--- config.mk ---
export PLATFORM = sky130hd
export DESIGN_NAME = dmi_uart_host
export DESIGN_NICKNAME = d
export VERILOG_FILES = /design/src/rtl/dmi_uart_host.sv
export SDC_FILE = /design/constraint.sdc
export NUM_CORES = 1
export LEC_CHECK = 0
export CORE_MARGIN = 2
export CORE_UTILIZATION = 41
export DETAILED_ROUTE_END_ITERATION = 10
export PLACE_DENSITY = 0.66
export SLEW_MARGIN = 20
export SYNTH_ARGS = -nofsm -noshare
export SYNTH_HDL_FRONTEND = slang
export SYNTH_SLANG_ARGS = --single-unit
--- constraint.sdc ---
create_clock -name clk -period 2.7 [get_ports clk]
set_clock_uncertainty 0.15 [all_clocks]
set_input_delay 0.54 -clock clk [delete_from_list [all_inputs] [get_ports clk]]
set_output_delay 0.54 -clock clk [all_outputs]
set_load 0.01 [all_outputs]
--- src/rtl/dmi_uart_host.sv ---
// Host-side initiator for the escape-framed UART debug link: turns DMI requests into
// command/address/data bytes on the TX side and parses data plus status from the RX side.
module dmi_uart_host #(
  parameter int unsigned WIDTH     = 41,
  parameter int unsigned IRLENGTH  = 5,
  parameter logic [7:0]  CMD_READ  = 8'h01,
  parameter logic [7:0]  CMD_WRITE = 8'h02,
  parameter int unsigned TIMEOUT   = 100000
) (
  input  logic                clk,
  input  logic                rst_n,
  input  logic                req_valid,
  output logic                req_ready,
  input  logic                req_write,
  input  logic [IRLENGTH-1:0] req_address,
  input  logic [WIDTH-1:0]    req_data,
  output logic                rsp_valid,
  input  logic                rsp_ready,
  output logic [WIDTH-1:0]    rsp_data,
  output logic [2:0]          rsp_status,
  input  logic                tx_ready,
  output logic                write,
  output logic [7:0]          data_send,
  output logic                send_command,
  output logic [7:0]          command,
  output logic                read,
  input  logic [7:0]          data_rec,
  input  logic                rx_empty,
  input  logic                cmd_rec
);

  localparam int unsigned NBYTES = (WIDTH + 7) / 8;
  localparam int unsigned SHW    = NBYTES * 8;
  localparam int unsigned CW     = $clog2(NBYTES + 1);
  localparam int unsigned TW     = $clog2(TIMEOUT + 1);
  localparam logic [CW-1:0] LAST_BYTE = CW'(NBYTES - 1);
  localparam logic [TW-1:0] LAST_TICK = TW'(TIMEOUT - 1);

  typedef enum logic [2:0] {
    IDLE, SEND_CMD, SEND_ADDR, SEND_DATA, RECV_DATA, RECV_STATUS, RESPOND
  } state_t;

  state_t              state_reg;
  logic                is_write_reg;
  logic [IRLENGTH-1:0] addr_reg;
  logic [SHW-1:0]      shift_reg;
  logic [CW-1:0]       byte_cnt_reg;
  logic [TW-1:0]       timer_reg;
  logic                rx_active;
  logic                link_err;

  // IDLE only drains stray bytes once req_ready is up, so nothing is popped during reset.
  assign rx_active = req_ready || (state_reg == RECV_DATA) || (state_reg == RECV_STATUS);
  assign read      = rx_active && !rx_empty;
  assign link_err  = (read && cmd_rec) || (!read && (timer_reg == LAST_TICK));

  always_ff @(posedge clk or negedge rst_n) begin
    if (!rst_n) begin
      state_reg    <= IDLE;
      is_write_reg <= 1'b0;
      addr_reg     <= '0;
      shift_reg    <= '0;
      byte_cnt_reg <= '0;
      timer_reg    <= '0;
      req_ready    <= 1'b0;
      rsp_valid    <= 1'b0;
      rsp_data     <= '0;
      rsp_status   <= '0;
      write        <= 1'b0;
      data_send    <= '0;
      send_command <= 1'b0;
      command      <= '0;
    end else begin
      case (state_reg)
        IDLE: begin
          if (req_ready && req_valid) begin
            req_ready    <= 1'b0;
            is_write_reg <= req_write;
            addr_reg     <= req_address;
            shift_reg    <= SHW'(req_data);
            send_command <= 1'b1;
            command      <= req_write ? CMD_WRITE : CMD_READ;
            state_reg    <= SEND_CMD;
          end else begin
            req_ready <= 1'b1;
          end
        end
        SEND_CMD: begin
          if (tx_ready) begin
            send_command <= 1'b0;
            write        <= 1'b1;
            data_send    <= 8'(addr_reg);
            state_reg    <= SEND_ADDR;
          end
        end
        SEND_ADDR: begin
          if (tx_ready) begin
            byte_cnt_reg <= '0;
            timer_reg    <= '0;
            if (is_write_reg) begin
              data_send <= shift_reg[7:0];
              shift_reg <= {8'h00, shift_reg[SHW-1:8]};
              state_reg <= SEND_DATA;
            end else begin
              write     <= 1'b0;
              state_reg <= RECV_DATA;
            end
          end
        end
        SEND_DATA: begin
          if (tx_ready) begin
            if (byte_cnt_reg == LAST_BYTE) begin
              write     <= 1'b0;
              timer_reg <= '0;
              state_reg <= RECV_STATUS;
            end else begin
              byte_cnt_reg <= byte_cnt_reg + CW'(1);
              data_send    <= shift_reg[7:0];
              shift_reg    <= {8'h00, shift_reg[SHW-1:8]};
            end
          end
        end
        RECV_DATA, RECV_STATUS: begin
          if (link_err) begin
            rsp_status <= 3'b100;
            rsp_data   <= '0;
            rsp_valid  <= 1'b1;
            state_reg  <= RESPOND;
          end else if (read) begin
            timer_reg <= '0;
            if (state_reg == RECV_DATA) begin
              // The TX shift register is idle during reads, so it collects RX bytes LSB first.
              shift_reg <= {data_rec, shift_reg[SHW-1:8]};
              if (byte_cnt_reg == LAST_BYTE) begin
                state_reg <= RECV_STATUS;
              end else begin
                byte_cnt_reg <= byte_cnt_reg + CW'(1);
              end
            end else begin
              rsp_status <= {1'b0, data_rec[1:0]};
              rsp_data   <= is_write_reg ? '0 : shift_reg[WIDTH-1:0];
              rsp_valid  <= 1'b1;
              state_reg  <= RESPOND;
            end
          end else begin
            timer_reg <= timer_reg + TW'(1);
          end
        end
        RESPOND: begin
          if (rsp_ready) begin
            rsp_valid <= 1'b0;
            req_ready <= 1'b1;
            state_reg <= IDLE;
          end
        end
        default: state_reg <= IDLE;
      endcase
    end
  end

endmodule

Yosys cells after proc, flatten, opt, wreduce, memory -nomap -nowiden
Cells that the tools add are included.
Cells by class
  reductions and logical operators: 29
  mux-type cells: 64
  eq/ne operators: 23
  add/subtract/negate cells: 2
Operator list (count)
  $mux W48: 8
  $pmux W48 S4: 1
  $mux W41: 4
  $mux W17: 5
  $mux W3: 19
  $pmux W17 S3: 1
  $mux W8: 5
  $ne A2 B2 Y1 const B: 13
  $pmux W8 S3: 1
  $reduce_and A6 Y1: 4
  $pmux W3 S6: 1
  $add A17 B1 Y17 const B: 1
  $eq A17 B17 Y1 const B: 1
  $mux W1: 13
  $eq A3 B3 Y1 const B: 4
  $pmux W3 S3: 1
  $reduce_and A9 Y1: 1
  $reduce_bool A2 Y1: 4
  $eq A3 B2 Y1 const B: 2
  $ne A3 B3 Y1 const B: 2
  $pmux W1 S2: 3
  $reduce_and A3 Y1: 2
  $reduce_bool A3 Y1: 2
  $reduce_and A5 Y1: 1
  other kinds (12): 19
Word-level totals
  word-level logic and storage cells: 132
  output and inout bits: 65
  register bits: 141
  bits of input ports: 62

Logic depth before layout (Yosys ltp)
  depth in word-level cells: 9
  mapped depth: 8

Worst setup path before layout
No wires, ideal clock.
  path type: in2reg
  from: input tx_ready
  to: register shift_reg[38]
  required time: 2.425 ns
  setup time: 0.125 ns
  path slack: 0.596 ns
  cell stages on the path: 7
  arrival: 1.829 ns
  cell sequence: buf_2 -> nand3b_1 -> o31ai_2 -> o211ai_1 -> buf_2 -> buf_2 -> mux2_2
On the way
  longest elaborated chain between the ends: 2
  elaborated cells between the ends (all ways): 3
  classes of those cells: 2 x eq/ne; 1 x reduce/logical
RTL lines
  from (decl): RTL line 21  | input logic tx_ready,
  $ne A2 B2 Y1 (no source line)
  $reduce_and A9 Y1 (no source line) *
  to (signal assigned): RTL line 80  | shift_reg <= SHW'(req_data);
  to (signal assigned): RTL line 102  | shift_reg <= {8'h00, shift_reg[SHW-1:8]};
  to (signal assigned): RTL line 119  | shift_reg <= {8'h00, shift_reg[SHW-1:8]};
  to (decl): RTL line 46  | logic [SHW-1:0] shift_reg;
Every way passes the cells marked *; elsewhere a longest branch is shown, timed or not.
A chain may end at the register's enable or synchronous reset.

Final worst setup path
  from: input rx_empty
  to: output read
On the way
  longest elaborated chain between the ends: 2
RTL lines
  from (decl): RTL line 28  | input logic rx_empty,
  $logic_not A1 Y1: RTL line 54  | assign read = rx_active && !rx_empty;
  $logic_and A1 B1 Y1: RTL line 54
  to (decl): RTL line 26  | output logic read,
No other way between the ends.

==> flow_metrics.py <==
metrics = {
    "global_route": {
        "grt_antenna_before_repair": 0,
        "grt_pass1_vias": 4807,
        "grt_use_total_pct": 20.1,
        "grt_overflow_total": 0,
        "grt_pass1_wl_um": 25700,
        "grt_max_degree": 71,
    },
    "sta": {
        "relSlewSlack_pct": 53.8,
        "tns_ns": 0,
        "finalCritPeriodShare_pct": 94.6,
        "whs_ns": -0.0245,
        "grt_setup_unrepaired": "false",
        "final_max_slew_viol_count": 0,
        "max_freq_ghz": 0.392,
        "timing.final.crit_period_ns": 2.55,
        "worstMarginPinSlew_ns": 0.693,
        "setup_viol": 0,
        "hold_viol": 9,
    },
    "route": {
        "via_per_inst": 5.58,
        "vias": 4741,
        "dr_wl_met3_um": 1170,
        "dr_wl_met2_um": 7470,
        "wl_met1_um": 7200,
        "routedWlPerCell_um": 18.8,
        "dr.pass1.iters": 4,
        "wl_um": 16000,
        "top_layer": "met4",
        "ant_nets": 0,
        "drt_drc_violations_left": 0,
        "initialDrtViolationCount": 293,
    },
    "die": {
        "dieArea_mm2": 0.0166,
        "start_util_pct": 41.9,
        "die_h_um": 129,
        "core_area_mm2": 0.0152,
        "ioPinCount": 127,
        "die_width_um": 129,
        "std_cell_rows": 45,
    },
    "status": {
        "outcome": "finished, violations left",
        "violations": "negative hold slack",
    },
    "final_layout": {
        "area_growth_pct": 33.0,
        "fin_cells": 850,
        "mostFrequentLayoutCells": "dfrtp_1 (134), clkdlybuf4s50_1 (119), mux2_2 (95)",
        "largest_reg_flops": 48,
        "finalNetCount": 714,
        "drive_gt1_share_pct": 24.5,
        "final.fill_count": 1261,
        "final_common_cell": "dfrtp_1",
        "num_antenna_cells": 0,
    },
    "clock_network": {
        "cts.sinks": 134,
        "cts_buffers": 17,
        "hold_buffers": 0,
        "cts_tree": "done",
        "clk_latency_ns": 0.42,
        "cts.repair.resized": 0,
        "h-tree-depth": 4,
        "clk_pin_slew_ns": 0.06,
        "cts_root_buffer": "clkbuf_16",
        "clock_path_buffers": 2,
    },
    "synth": {
        "synth-seq-cells": 134,
        "syn-cell-area_mm2": 0.00638,
        "async_reset_ff_share_pct": 100,
        "syn_area_per_cell_um2": 12.2,
        "synth_edf_count": 0,
        "syn_inst": 523,
        "yosysUniqueCellTypes": 58,
        "synth.yosys.warnings": 0,
        "yosysSeqAreaShare_pct": 52.6,
        "ys.flop_type": "dfrtp_1",
    },
    "power": {
        "switching_share_pct": 33.1,
        "seqPwrFrac_pct": 34.7,
        "p_clk_share_pct": 23.7,
        "ir_drop_mv": 0.795,
        "p_per_area_mw_per_mm2": 1160,
        "power_frac_comb_pct": 41.5,
        "leakage_uw": 0.00367,
        "p_switching_uw": 3250,
        "p_int_uw": 6580,
    },
    "place": {
        "dpl.hpwl_um": 11000,
        "portBuffers": 120,
        "place_congestion": 0.809,
        "dp.cells": 816,
    },
    "setup_path": {
        "critPathArrivalTime_ns": 1.86,
        "reg2reg_to": "rsp_data[23]",
        "start_kind": "input port",
        "reg2regPathDepth": 6,
        "end_kind": "primary output",
        "worstSetupStartpoint": "rx_empty",
        "crit_type": "input port to primary output",
        "r2r-start": "timer_reg[0]",
        "cp_data_required_time_ns": 2.01,
        "rrSetupSlack_ns": 0.38,
        "crit_path_max_fanout": 5,
        "endpoint": "read",
    },
    "run": {
        "drv_cap": 0,
    },
    "hold_path": {
        "hp-class": "input port to async pin",
    },
}
[cell usage after synthesis, types with 4 or more instances]
cell,n,share of area [%]
dfrtp_1,134,53
mux2i_1,6,0.94
buf_2,24,1.9
nor2_1,17,1.0
inv_1,9,0.53
mux2_2,95,17
a211oi_1,6,0.71
nand3_1,11,0.86
mux2_1,6,1.1
clkbuf_1,9,0.53
or4_1,5,0.59
buf_4,8,0.94
o211ai_1,7,0.82
a22o_1,50,6.9
nand4_1,5,0.49
and4_1,4,0.55
and3_1,7,0.69
nor2b_1,4,0.39
o21ai_0,24,1.9
nand2_1,23,1.4
a31oi_1,4,0.39
a21oi_1,10,0.78
[metrics by stage]
stage | total power, uW | cell area, um^2 | setup WS, ns | utilization (%)
after floorplan | 5840 | 6390 | 0.596 | -
after global placement | 7410 | 7870 | 0.168 | 51.8
after detailed placement | 7520 | 7870 | 0.150 | 51.8
after CTS | 9920 | 8470 | 0.0319 | 55.7
after global routing | 10400 | 8480 | 0.0689 | 55.8
final | 9830 | 8480 | 0.146 | 55.8
[power by group through the flow]
stage,registers [uW],logic (uW),clock network [uW]
global route,3520,4420,2490
CTS,3410,4120,2380
global placement,3390,4020,0
detailed placement,3420,4100,0
finish,3410,4080,2330
floorplan,3400,2430,0
[layer usage]
layer | global-route usage, % | vias to the layer above
li1 | - | 2199
met1 | 27.0 | 2378
met2 | 31.1 | 155
met3 | 7.48 | 9
met4 | 4.86 | 0
met5 | 0 | -
[worst min path at each step]
| stage | endpoint | depth (start not counted) |
|---|---|---|
| after global routing | byte_cnt_reg[1] | 1 |
| after global placement | shift_reg[47] | 1 |
| final | byte_cnt_reg[1] | 1 |
| after floorplan | addr_reg[0] | 0 |
| after CTS | send_command | 1 |
| after detailed placement | shift_reg[47] | 1 |
[worst max-delay path, cell delays in order]
cell	delay, ns
clkdlybuf4s50_1	0.48
inv_1	0.14
o21a_4	0.16
clkdlybuf4s50_1	0.53
[what timing repair did]
item / in CTS / in global routing
setup endpoints to repair: 0 / 1
hold endpoints to repair: 0 / 0
buffers inserted: 0 / 2
[layout make-up]
class	instances	area, um^2	area share, %
Clock buffer	17	425	5.02
Clock inverter	15	169	1.99
Inverter	9	33.8	0.398
Multi-Input combinational cell	340	2770	32.7
Sequential cell	134	3350	39.5
Tap cell	188	235	2.77
Timing Repair Buffer	147	1490	17.6
[cells by family (layout without fill, tap and decap cells)]
logic type / Yosys count / in the layout / synth area share [%]
buf+inv: 54 / 188 / 4.36
mux: 107 / 107 / 18.8
other cells: 1 / 6 / 0.0588
flops: 134 / 134 / 52.6
fa+ha+maj: 3 / 3 / 0.589
simple gates: 95 / 95 / 8.36
xor+xnor: 1 / 1 / 0.137
compound gates: 128 / 128 / 15.1
Power figures use the tool's default switching activity.
==> RTL change (config.mk and constraints unchanged) <==
Set the parameter `IRLENGTH` to 6 (it was 5).
--- a/src/rtl/dmi_uart_host.sv
+++ b/src/rtl/dmi_uart_host.sv
@@ -4,3 +4,3 @@
   parameter int unsigned WIDTH     = 41,
-  parameter int unsigned IRLENGTH  = 5,
+  parameter int unsigned IRLENGTH  = 6,
   parameter logic [7:0]  CMD_READ  = 8'h01,
Interface: changed (resized req_address); port bits go from 127 to 128. No check against the original RTL was run, so the function may have changed too.
==> RTL change against the original RTL <==
  * Wire length decreased by 1.4%
  * Final area is essentially flat
  * Total power fell by 1.6%
  * Worst setup slack improved by 40 ps
  * Synthesized area fell by 0.94%
  * Sequential cell count up 1
  * Final cell count increased by 1.6%
  * Clock power fell by 4%
  * Largest power group unchanged
  * Highest routed layer unchanged
==> RTL change: results (changes against the original RTL) <==
* Drt first-iter violations at 385 (+31%)
* Synth Area in XOR/XNOR at 0.00555 (+0.00417)
* Sequential-to-total area share from yosys stat at 0.535 (+0.00896)
* ANT cells at 0 (unchanged)
* Post-synthesis mux area share at 0.177 (-0.0105)
* Post-Synth Adder-Cell Area at 0.00594 (+0.0000560)
* Mean routed wirelength per cell at 18.2 um (-3.0%)
* Worst hold path class: flop to flop
* Filler cells at 1282 (+1.7%)
* Critical path fanouts, max at 3 (-2)
* Vias in the first global route at 4763 (-0.92%)
* Final net count at 730 (+2.2%)
* Clock-pin slew on the worst setup and hold paths at 50 ps
* Top cells by area, synth: dfrtp_1 53%, mux2_2 17%, a22o_1 6.7%
* First-pass GRT wire length at 25600 um (-0.56%)
* Post-DP HPWL at 10700 um (-2.2%)
* Yosys cell types at 59 (+1.7%)
* R2R Path Start: timer_reg[13]
* CTS H-tree lvls at 4 (unchanged)
* Hold Crit Start: rsp_status[1]
* Pre-CTS setup slack at -11.2 ps (-162 ps)
* Worst skew pair latency at 410 ps
* Slew margin rel. at 0.547 (+0.00829)
* Synth Area in Compound Gates at 0.148 (-0.00312)
* Port Buffers at 121 (+0.83%)
* Initial antenna violation count at 0 (unchanged)
* Worst Setup SP: rx_empty
* RD Place Congestion at 0.840 (+3.9%)
* Yosys warns at 0 (unchanged)
* Ys async rst share at 1.00 (unchanged)
* Max VDD drop at 0.000512 V (-36%)
* Root buffer cell: clkbuf_16
* Dpl cell area at 0.00790 sq mm (+0.35%)
* Top cell types by occurrence after synthesis: 135 x dfrtp_1, 95 x mux2_2, 48 x a22o_1
* R2R depth at 6 (unchanged)
* DR vias/cell at 5.52 (-1.0%)
* Share of cells above drive strength 1 at 0.244 (-0.000630)
* Status: finished, final reports clean
* GRT Total Usage at 0.199 (-0.00143)
* R2r setup slk at 290 ps (-90 ps)
* Postcts setup bufs at 0 (unchanged)
* Hold WS at 338 ps (+363 ps)
* Pleak at 3.68 nW (+0.28%)
* Worst hold path depth at 2
* Worst Hold End: rsp_status[1]
* Max reg flops at 48 (unchanged)
* TritonCTS Buffers at 17 (unchanged)
* R2R Path End: byte_cnt_reg[2]
* Max Root-Sink Buffers at 2 (unchanged)
* DRT Pass-1 Iters at 5 (+1)
* Largest net degree at the start of global routing at 83 (+17%)
## RTL change: timing repair
item	4_1_cts	5_1_grt
endpoints found under the hold margin	27	0
hold buffers	1	0
setup endpoints to repair	0	1
gates resized for setup	0	1
## RTL change: cells by family (layout without fill, tap and decap cells)
logic type / Yosys count / count (layout)
compound gates: 123 / 123
xor+xnor: 4 / 4
fa+ha+maj: 3 / 3
buf+inv: 50 / 198
flops: 135 / 135
mux: 100 / 100
other cells: 1 / 6
simple gates: 107 / 107
## RTL change: through the flow
| step | std cells | setup TNS, ps |
|---|---|---|
| 3_5_place_dp | 832 | -34.6 |
| 5_1_grt | 864 | 0 |
| 2_1_floorplan | 528 | 0 |
| 4_1_cts | 864 | 0 |
| 6_report | 864 | 0 |
| 3_3_place_gp | 832 | 0 |
## RTL change: worst max path at each step
stage                            endpoint  slack [ps]  cells after the start
after CTS                            read          80                      4
after global placement       timer_reg[9]          30                      6
final                                read         190                      5
after detailed placement    timer_reg[12]         -10                      6
after global routing      byte_cnt_reg[2]          80                      7
after floorplan             timer_reg[14]         330                      6
## RTL change: routing by layer
layer  wire length, um  track usage  vias to the layer above
li1                  -            -                     2196
met1              7070        0.268                     2416
met5                 0            0                        -
met4               228       0.0595                        0
met2              7370        0.304                      137
met3              1080       0.0714                       21
## RTL change: layout make-up
cell class | count | area [sq um] | area share
sequential | 135 | 3380 | 0.399
multi-input combinational | 343 | 2730 | 0.322
timing repair buffer | 153 | 1520 | 0.179
clock buffer | 23 | 468 | 0.0552
tap | 188 | 235 | 0.0277
clock inverter | 8 | 98.8 | 0.0117
inverter | 14 | 52.6 | 0.00620
## RTL change: power breakdown
part | internal (mW) | switching (mW)
clock | 1.40 | 0.834
combinational | 2.30 | 1.75
sequential | 2.80 | 0.592
## RTL change: worst max-delay path, stage by stage
cell,delay (ps)
clkdlybuf4s50_1,500
inv_1,70
o21ai_1,170
inv_1,60
clkdlybuf4s50_1,480
